[config.mk]
export PLATFORM = sky130hd
export DESIGN_NAME = frame_payload_extractor_flat
export DESIGN_NICKNAME = d
export VERILOG_FILES = /design/src/rtl/frame_payload_extractor_if.sv /design/src/rtl/frame_payload_extractor.sv /design/src/flat_wrapper.sv
export SDC_FILE = /design/constraint.sdc
export NUM_CORES = 1
export LEC_CHECK = 0
export CORE_ASPECT_RATIO = 1.5
export CORE_MARGIN = 2
export CORE_UTILIZATION = 55
export CTS_CLUSTER_SIZE = 12
export DETAILED_ROUTE_END_ITERATION = 7
export GPL_ROUTABILITY_DRIVEN = 0
export PLACE_DENSITY = 0.84
export SLEW_MARGIN = 10
export SYNTH_ARGS = -nofsm -noshare
export SYNTH_HDL_FRONTEND = slang
export SYNTH_SLANG_ARGS = --single-unit
[constraint.sdc]
create_clock -name clk -period 2.85 [get_ports clk]
set_input_delay 0.57 -clock clk [delete_from_list [all_inputs] [get_ports clk]]
set_output_delay 0.57 -clock clk [all_outputs]
set_load 0.02 [all_outputs]
[src/rtl/frame_payload_extractor_if.sv]
// Payload delivery bundle between the extractor and its consumer.
// Source drives data/type/valid; sink drives ready.
interface frame_payload_extractor_if #(
  parameter int PAYLOAD_BYTES = 10
);
  logic [PAYLOAD_BYTES*8-1:0] pl_data;
  logic                       pl_hdr_type;
  logic                       pl_valid;
  logic                       pl_ready;

  modport master (
    output pl_data,
    output pl_hdr_type,
    output pl_valid,
    input  pl_ready
  );

  modport slave (
    input  pl_data,
    input  pl_hdr_type,
    input  pl_valid,
    output pl_ready
  );
endinterface

[src/rtl/frame_payload_extractor.sv]
// Header check and payload assembly behind the frame aligner,
// with a 2-entry output FIFO and frame/drop/error accounting.
module frame_payload_extractor #(
  parameter int          PAYLOAD_BYTES = 10,
  parameter logic [15:0] HDR1          = 16'hAFAA,
  parameter logic [15:0] HDR2          = 16'hBA55,
  parameter int          CNT_W         = 16
) (
  input  logic             clk,
  input  logic             reset,
  input  logic [7:0]       fr_data,
  input  logic [3:0]       fr_byte_position,
  input  logic             frame_detect,
  frame_payload_extractor_if.master pl,
  output logic [CNT_W-1:0] frame_cnt,
  output logic [7:0]       drop_cnt,
  output logic             hdr_err
);

  localparam int          W    = PAYLOAD_BYTES * 8;
  localparam logic [3:0]  LAST = 4'(PAYLOAD_BYTES + 1);

  typedef enum logic [1:0] {
    IDLE,
    HDR,
    COLLECT,
    SKIP
  } state_t;

  state_t       state;
  state_t       state_nx;
  logic [7:0]   lsb;
  logic [7:0]   lsb_nx;
  logic [3:0]   prev;
  logic         type_q;
  logic         type_nx;
  logic [W-1:0] asm_q;
  logic [W-1:0] asm_nx;
  logic         push;
  logic         err_nx;
  logic         in_seq;
  logic         start;
  logic [15:0]  hdr_word;

  logic [W:0]   mem [2];
  logic         wr_ptr;
  logic         rd_ptr;
  logic [1:0]   count;
  logic         pop;
  logic         full;
  logic         push_ok;
  logic         drop;

  assign in_seq   = frame_detect
                  && (fr_byte_position == prev + 4'd1);
  assign start    = frame_detect
                  && (fr_byte_position == 4'd0);
  assign hdr_word = {fr_data, lsb};

  always_comb begin
    state_nx = state;
    lsb_nx   = lsb;
    type_nx  = type_q;
    asm_nx   = asm_q;
    push     = 1'b0;
    err_nx   = 1'b0;
    unique case (state)
      IDLE, SKIP: begin
        if (start) begin
          lsb_nx   = fr_data;
          state_nx = HDR;
        end else if (fr_byte_position == 4'd0) begin
          state_nx = IDLE;
        end
      end
      HDR, COLLECT: begin
        // Broken lock or sequence drops the partial frame silently
        if (!in_seq) begin
          state_nx = start ? HDR : IDLE;
          if (start) lsb_nx = fr_data;
        end else if (state == HDR) begin
          unique case (1'b1)
            (hdr_word == HDR1): begin
              type_nx  = 1'b0;
              state_nx = COLLECT;
            end
            (hdr_word == HDR2): begin
              type_nx  = 1'b1;
              state_nx = COLLECT;
            end
            default: begin
              err_nx   = 1'b1;
              state_nx = SKIP;
            end
          endcase
        end else begin
          for (int i = 0; i < PAYLOAD_BYTES; i++) begin
            if (fr_byte_position == 4'(i + 2))
              asm_nx[i*8 +: 8] = fr_data;
          end
          if (fr_byte_position == LAST) begin
            push     = 1'b1;
            state_nx = IDLE;
          end
        end
      end
    endcase
  end

  always_ff @(posedge clk or negedge reset) begin
    if (!reset) begin
      state   <= IDLE;
      lsb     <= '0;
      prev    <= '0;
      type_q  <= 1'b0;
      asm_q   <= '0;
      hdr_err <= 1'b0;
    end else begin
      state   <= state_nx;
      lsb     <= lsb_nx;
      prev    <= fr_byte_position;
      type_q  <= type_nx;
      asm_q   <= asm_nx;
      hdr_err <= err_nx;
    end
  end

  assign pl.pl_valid    = (count != 2'd0);
  assign pl.pl_data     = pl.pl_valid ? mem[rd_ptr][W-1:0] : '0;
  assign pl.pl_hdr_type = pl.pl_valid ? mem[rd_ptr][W] : 1'b0;

  assign pop     = pl.pl_valid && pl.pl_ready;
  assign full    = (count == 2'd2);
  // A simultaneous pop frees the slot the push lands in
  assign push_ok = push && (!full || pop);
  assign drop    = push && !push_ok;

  always_ff @(posedge clk or negedge reset) begin
    if (!reset) begin
      mem[0] <= '0;
      mem[1] <= '0;
      wr_ptr <= 1'b0;
      rd_ptr <= 1'b0;
      count  <= 2'd0;
    end else begin
      if (push_ok) begin
        mem[wr_ptr] <= {type_q, asm_nx};
        wr_ptr      <= ~wr_ptr;
      end
      if (pop) rd_ptr <= ~rd_ptr;
      unique case ({push_ok, pop})
        2'b10:   count <= count + 2'd1;
        2'b01:   count <= count - 2'd1;
        default: count <= count;
      endcase
    end
  end

  always_ff @(posedge clk or negedge reset) begin
    if (!reset) begin
      frame_cnt <= '0;
      drop_cnt  <= '0;
    end else begin
      if (push_ok)
        frame_cnt <= frame_cnt + CNT_W'(1);
      if (drop && (drop_cnt != 8'hFF))
        drop_cnt <= drop_cnt + 8'd1;
    end
  end

endmodule
[src/flat_wrapper.sv]
// flat-port wrapper written by rule: the top's interface ports become plain ports
module frame_payload_extractor_flat 
#(
  parameter int          PAYLOAD_BYTES = 10,
  parameter logic [15:0] HDR1          = 16'hAFAA,
  parameter logic [15:0] HDR2          = 16'hBA55,
  parameter int          CNT_W         = 16
)
  (clk, reset, fr_data, fr_byte_position, frame_detect, frame_cnt, drop_cnt, hdr_err, pl_pl_data, pl_pl_hdr_type, pl_pl_valid, pl_pl_ready);
  frame_payload_extractor_if #(.PAYLOAD_BYTES(PAYLOAD_BYTES)) pl_i ();
  input  logic clk;
  input  logic reset;
  input  logic [7:0] fr_data;
  input  logic [3:0] fr_byte_position;
  input  logic frame_detect;
  output logic [CNT_W-1:0] frame_cnt;
  output logic [7:0] drop_cnt;
  output logic hdr_err;
  output wire logic [$bits(pl_i.pl_data)-1:0] pl_pl_data;
  output wire logic [$bits(pl_i.pl_hdr_type)-1:0] pl_pl_hdr_type;
  output wire logic [$bits(pl_i.pl_valid)-1:0] pl_pl_valid;
  input wire logic [$bits(pl_i.pl_ready)-1:0] pl_pl_ready;
  assign pl_pl_data = pl_i.pl_data;
  assign pl_pl_hdr_type = pl_i.pl_hdr_type;
  assign pl_pl_valid = pl_i.pl_valid;
  assign pl_i.pl_ready = pl_pl_ready;
  frame_payload_extractor #(.PAYLOAD_BYTES(PAYLOAD_BYTES), .HDR1(HDR1), .HDR2(HDR2), .CNT_W(CNT_W)) u_core (.clk(clk), .reset(reset), .fr_data(fr_data), .fr_byte_position(fr_byte_position), .frame_detect(frame_detect), .pl(pl_i), .frame_cnt(frame_cnt), .drop_cnt(drop_cnt), .hdr_err(hdr_err));
endmodule
=== Word level (Yosys, flattened, before mapping) ===
Cells that the tools add are included.

* Bits in registers: 286
* Output and inout port bits: 107
* Logic and storage cells: 110
* Bits of input ports: 16

* Equality and inequality tests: 23
* Add/sub/neg operators: 5
* Reduce and logical (&&, ||, !) cells: 20
* $lt $le $gt $ge: 3
* Bitwise logic cells: 4
* Multiplexer cells: 42

{| class="wikitable"
|+ Operators by type and width
! operator !! number
|-
| $mux W81 || 4
|-
| $mux W80 || 4
|-
| $bwmux W162 || 1
|-
| $mux W8 || 12
|-
| $demux W81 S1 || 1
|-
| $eq A16 B16 Y1 const B || 2
|-
| $add A16 B1 Y16 const B || 1
|-
| $eq A4 B3 Y1 const B || 4
|-
| $eq A4 B4 Y1 const B || 4
|-
| $pmux W8 S2 || 1
|-
| $mux W1 || 11
|-
| $mux W2 || 5
|-
| $add A8 B1 Y8 const B || 1
|-
| $eq A2 B2 Y1 const B || 4
|-
| $eq A4 B2 Y1 const B || 2
|-
| $ne A8 B8 Y1 const B || 1
|-
| $pmux W2 S2 || 2
|-
| $logic_and A1 B1 Y1 || 7
|-
| $reduce_bool A2 Y1 || 3
|-
| $reduce_or A2 Y1 || 3
|-
| $add A4 B1 Y4 const B || 1
|-
| $eq A2 B1 Y1 const B || 2
|-
| $eq A4 B4 Y1 || 1
|-
| $ge A2 B2 Y1 const B || 2
|-
| other kinds (15) || 18
|}

=== Longest topological paths before layout ===
* Depth in word-level cells: 9
* Gate-level depth with buffers: 11
* Depth with buffers taken out: 11

=== Worst setup path before layout ===
Ideal clock, no wire load.

* Path kind: register -> register
* Start point: register u_core.prev[0]
* End point: register u_core.mem[103] in the netlist's numbering
* Data required time: 2.725 ns
* Cell stages (with the launch flop): 9
* Arrival: 2.272 ns
* Clock period less this slack: 2.397 ns
* Buffers on the path: 2
* Setup time: 0.125 ns
* Setup slack: 0.453 ns
* Cells stage by stage: dfrtp_1 > ha_1 > xnor2_1 > nand4b_1 > or4b_1 > buf_2 > buf_6 > and2_4 > mux2_2

* Cells in the longest elaborated chain, start to end: 6
* Elaborated cells between the ends (all ways): 9
* Those cells by class: 1 x add/sub; 1 x eq/ne; 5 x mux; 2 x reduce/logical

{| class="wikitable"
|+ RTL lines
! what !! RTL line !! RTL
|-
| start: declaration || frame_payload_extractor.sv:34 || <nowiki>logic [3:0] prev;</nowiki>
|-
| start signal: assignment || frame_payload_extractor.sv:121 || <nowiki>prev <= fr_byte_position;</nowiki>
|-
| $add A4 B1 Y4 * || frame_payload_extractor.sv:55 || <nowiki>&& (fr_byte_position == prev + 4'd1);</nowiki>
|-
| $eq A4 B4 Y1 * || frame_payload_extractor.sv:55 ||
|-
| $logic_and A1 B1 Y1 * || frame_payload_extractor.sv:55 ||
|-
| $mux W80 or $mux W1 (tied branches) || frame_payload_extractor.sv:78 || <nowiki>if (!in_seq) begin</nowiki>
|-
| $mux W80 or $mux W1 (tied branches) || frame_payload_extractor.sv:67 || <nowiki>unique case (state)</nowiki>
|-
| $bwmux W162 or $logic_and A1 B1 Y1 (tied branches) || frame_payload_extractor.sv:147, frame_payload_extractor.sv:135 ||
|-
| end signal: indexed assignment || frame_payload_extractor.sv:147 || <nowiki>mem[wr_ptr] <= {type_q, asm_nx};</nowiki>
|-
| end: declaration || frame_payload_extractor.sv:45 || <nowiki>logic [W:0] mem [2];</nowiki>
|}

Mark *: on every way between the ends. The rest lies on a longest branch, timed or not.
A chain may end at the register's enable or synchronous reset.

=== Worst setup path after layout ===
* Start point: register u_core.rd_ptr
* End point: output pl_pl_data[17]

* Cells in the longest elaborated chain, start to end: 5

{| class="wikitable"
|+ RTL lines
! what !! RTL line !! RTL
|-
| start: declaration || frame_payload_extractor.sv:47 || <nowiki>logic rd_ptr;</nowiki>
|-
| start signal: assignment || frame_payload_extractor.sv:150 || <nowiki>if (pop) rd_ptr <= ~rd_ptr;</nowiki>
|-
| $not A1 Y2 (implied by the code) || frame_payload_extractor.sv:129 || <nowiki>assign pl.pl_data = pl.pl_valid ? mem[rd_ptr][W-1:0] : '0;</nowiki>
|-
| $mux W81 (implied by the code) (3 in a row) || frame_payload_extractor.sv:129 ||
|-
| $mux W80 || frame_payload_extractor.sv:129 ||
|-
| end: declaration || flat_wrapper.sv:19 || <nowiki>output wire logic [$bits(pl_i.pl_data)-1:0] pl_pl_data;</nowiki>
|}

Every way passes these cells. The select of a mux whose other input is x is not followed.

==> impl_metrics.yaml <==
run_status:
  run_status: "complete, but fails checks"
  violations: "negative hold slack"
synthesis:
  synth-compound-area-share_pct: 3.567
  syn_area_sq_um: 12420
  synth_top_area_share_pct: 56.02
  synth_most_common_cell: "dfrtp_1"
  synth_mux_area_share_pct: 23.27
  syn_nets: 1033
  yosys-top-cells-area: "dfrtp_1 56%, mux2_2 13%, mux2i_1 10%, nor2_1 2.8%, inv_1 1.9%"
  synth_top_area_cell: "dfrtp_1"
  ys_seq_area_share_pct: 56.02
  synthDistinctLibCells: 48
  synth_cells: 1012
  avgSynthCellArea_sq_um: 12.27
  synth-xor-area-share_pct: 2.559
  synth_fa_ha_area_share_pct: 0.5038
  yosys.area_share.simple_pct: 9.743
  ys_warn_count: 0
  dominantRegCellSynth: "dfrtp_1"
  synth_top_family_by_area: "multiplexers"
  synth_seq_cells: 278
  synth_edf_count: 0
  ys_async_sr_fraction_pct: 100.0
  yosys-top-cells-count: "278 x dfrtp_1, 142 x mux2_2, 129 x mux2i_1, 91 x nor2_1, 63 x inv_1"
grt:
  first_global_vias: 8527
  track_usage_pct: 23.84
  grt_antenna_before_repair: 0
  grt.overflow.total: 0
  grt_pass1_wl_mm: 45.18
  grt_max_degree: 80
clock_network:
  clkTransAtPathRegs_ns: 0.06
  cts.sinks: 278
  clockBufferDepth: 3
  cts_hold_buf: 0
  cts_inserted_buffers: 27
  root_buffer: "clkbuf_16"
  htree_levels: 1
  tritoncts: "yes"
  insertion_delay_ns: 0.53
sta:
  final.min_clock_period_ns: 2.795
  max_freq_mhz: 357.8
  fin_tns_setup_ns: 0
  clock-skew-final_ns: 0.008421
  hold_violations: 2
  max_slew.worst_pin.slew_ns: 0.5647
  whs_ns: -0.01633
  finalCritPeriodShare_pct: 98.07
  slew_violations: 0
  relSlewSlack_pct: 62.35
  setup_viol: 0
flow_run:
  cap_violations: 0
worst_setup_path:
  crit_arrival_ns: 2.23
  critPathLaunchType: "register"
  critPathCaptureType: "output port"
  cp_slowest_stage_delay_ns: 0.66
  r2r-start: "u_core.prev[0]$_DFF_PN0_"
  rrSetupSlack_ns: 0.17
  path_cells: "buf_12, mux2i_1, nor2_1, clkdlybuf4s50_1"
  crit_path_top_delay_cell: "clkdlybuf4s50_1"
  crit_path_max_fanout: 7
  crit_type: "reg -> out"
  r2r-end: "u_core.mem[130]$_DFFE_PN0P_"
  ff2ff_path_depth: 7
  worst-endpoint-required_ns: 2.28
final_layout:
  drive_gt1_share_pct: 22.99
  finalNonFillerCells: 1459
  num_antenna_cells: 0
  fillCellCount: 1548
  seqCellArea_sq_um: 6962
  nets: 1199
  syn_to_final_growth_pct: 23.19
  multi_input_area_sq_um: 4961
drt:
  wl_per_cell_um: 19.42
  vias_per_cell: 5.596
  dr.pass1.iters: 4
  antenna_left: 0
  num_vias: 8164
  drt-initial-drc-count: 445
  drc: 0
  routed_wl_mm: 28.33
hold_path:
  hp-class: "in -> async"
placement:
  dpl.hpwl_mm: 18.85
  portBuffers: 122
  dp.cells: 1421
floorplanning:
  die_y_um: 188.0
  row_count: 67
  core_area_sq_um: 22300
  boundaryPins: 123
  initial_utilization_pct: 55.69
  die-area_sq_um: 23820
  die_x_um: 126.7
pwr:
  pwr_density_cell_nw_per_um2: 614.8
  leakage_uw: 0.008304
  ir_drop_v: 0.0005444
==> worst max-delay path, delay by kind of cell, from the launching register on <==
| kind | cells | cell delay, ns |
|---|---|---|
| buffers and inverters | 2 | 0.83 |
| DFF | 1 | 0.53 |
| and+or+nand+nor | 1 | 0.22 |
| muxes | 1 | 0.11 |
==> how the worst max path moves through the flow <==
stage	startpoint	end	slack [ns]	cells past startpoint
detailed placement	fr_byte_position[3]	u_core.mem[82]$_DFFE_PN0P_	-0.15	9
floorplan	u_core.prev[0]$_DFF_PN0_	u_core.mem[103]$_DFFE_PN0P_	0.45	8
finish	u_core.rd_ptr$_DFFE_PN0P_	pl_pl_data[17]	0.05	4
global route	u_core.rd_ptr$_DFFE_PN0P_	pl_pl_data[31]	-0.01	5
global placement	fr_byte_position[3]	u_core.mem[119]$_DFFE_PN0P_	-0.09	8
CTS	u_core.rd_ptr$_DFFE_PN0P_	pl_pl_data[77]	0.005	5
==> layout by cell type (no fill, tap or decap), drive strengths merged, types with 15 or more instances in the layout <==
cell type | Yosys | routed
a21o | 16 | 16
and2 | 20 | 20
buf | 37 | 76
clkbuf | 23 | 32
clkdlybuf4s50 | 0 | 83
dfrtp | 278 | 278
dlymetal6s2s | 0 | 32
inv | 63 | 64
mux2 | 142 | 142
mux2i | 129 | 129
nand2 | 30 | 30
nand3 | 17 | 17
nor2 | 91 | 91
nor3 | 15 | 15
o21ai | 34 | 34
o21bai | 16 | 16
xnor2 | 17 | 17
xor2 | 15 | 15
==> registers in the layout, indices dropped and copies added, names as in the netlist, 2 cells and up <==
name / count
u_core.drop_cnt: 8
u_core.prev: 4
u_core.state: 2
u_core.lsb: 8
u_core.asm_q: 72
u_core.mem: 162
u_core.frame_cnt: 16
u_core.count: 2
==> stage by stage <==
step / worst slack, ns / area (sq um) / util [%] / power [uW]
final: 0.05494 / 15300 / 68.61 / 9406
after detailed placement: -0.1458 / 14440 / 64.75 / 6285
after global placement: -0.09331 / 14440 / 64.75 / 6257
after floorplan: 0.4533 / 12420 / - / 5362
after CTS: 0.004905 / 15220 / 68.24 / 9477
after global routing: -0.01256 / 15300 / 68.61 / 9751
==> kinds of logic after synthesis <==
| family | Yosys count |
|---|---|
| and+or+nand+nor | 232 |
| buffers and inverters | 123 |
| DFF | 278 |
| AOI/OAI and AO/OA | 70 |
| muxes | 271 |
| xor gates and xnor gates | 33 |
| adders and majority gates | 5 |
==> layer usage <==
layer | GRT usage, % | wire [um] | vias up
li1 | - | - | 3750
met1 | 29.57 | 11290 | 4150
met2 | 42.77 | 14740 | 197
met3 | 3.053 | 1248 | 67
met4 | 8.495 | 1059 | 0
met5 | 0 | 0 | -
==> final cells by class <==
| type | count | share of cell area, % |
|---|---|---|
| Sequential cell | 278 | 45.51 |
| Clock inverter | 2 | 0.08996 |
| Tap cell | 276 | 2.257 |
| Timing Repair Buffer | 197 | 13.50 |
| Clock buffer | 32 | 4.670 |
| Inverter | 63 | 1.546 |
| Multi-Input combinational cell | 611 | 32.43 |
==> what timing repair did <==
action                                  in CTS  in global routing
cloned                                       0                  0
endpoints found under the setup margin      73                 35
buffers inserted                             4                  0
resized for setup                            6                 33
==> power by group <==
group | internal [uW] | total, uW | leakage (uW) | switching, uW
Clock | 1740 | 3110 | 0.000359 | 1370
Sequential | 4040 | 4130 | 0.00359 | 89.8
Combinational | 979 | 2160 | 0.00436 | 1180
Total | 6760 | 9410 | 0.00830 | 2640
Note: power is estimated with default switching activity, not from simulation.
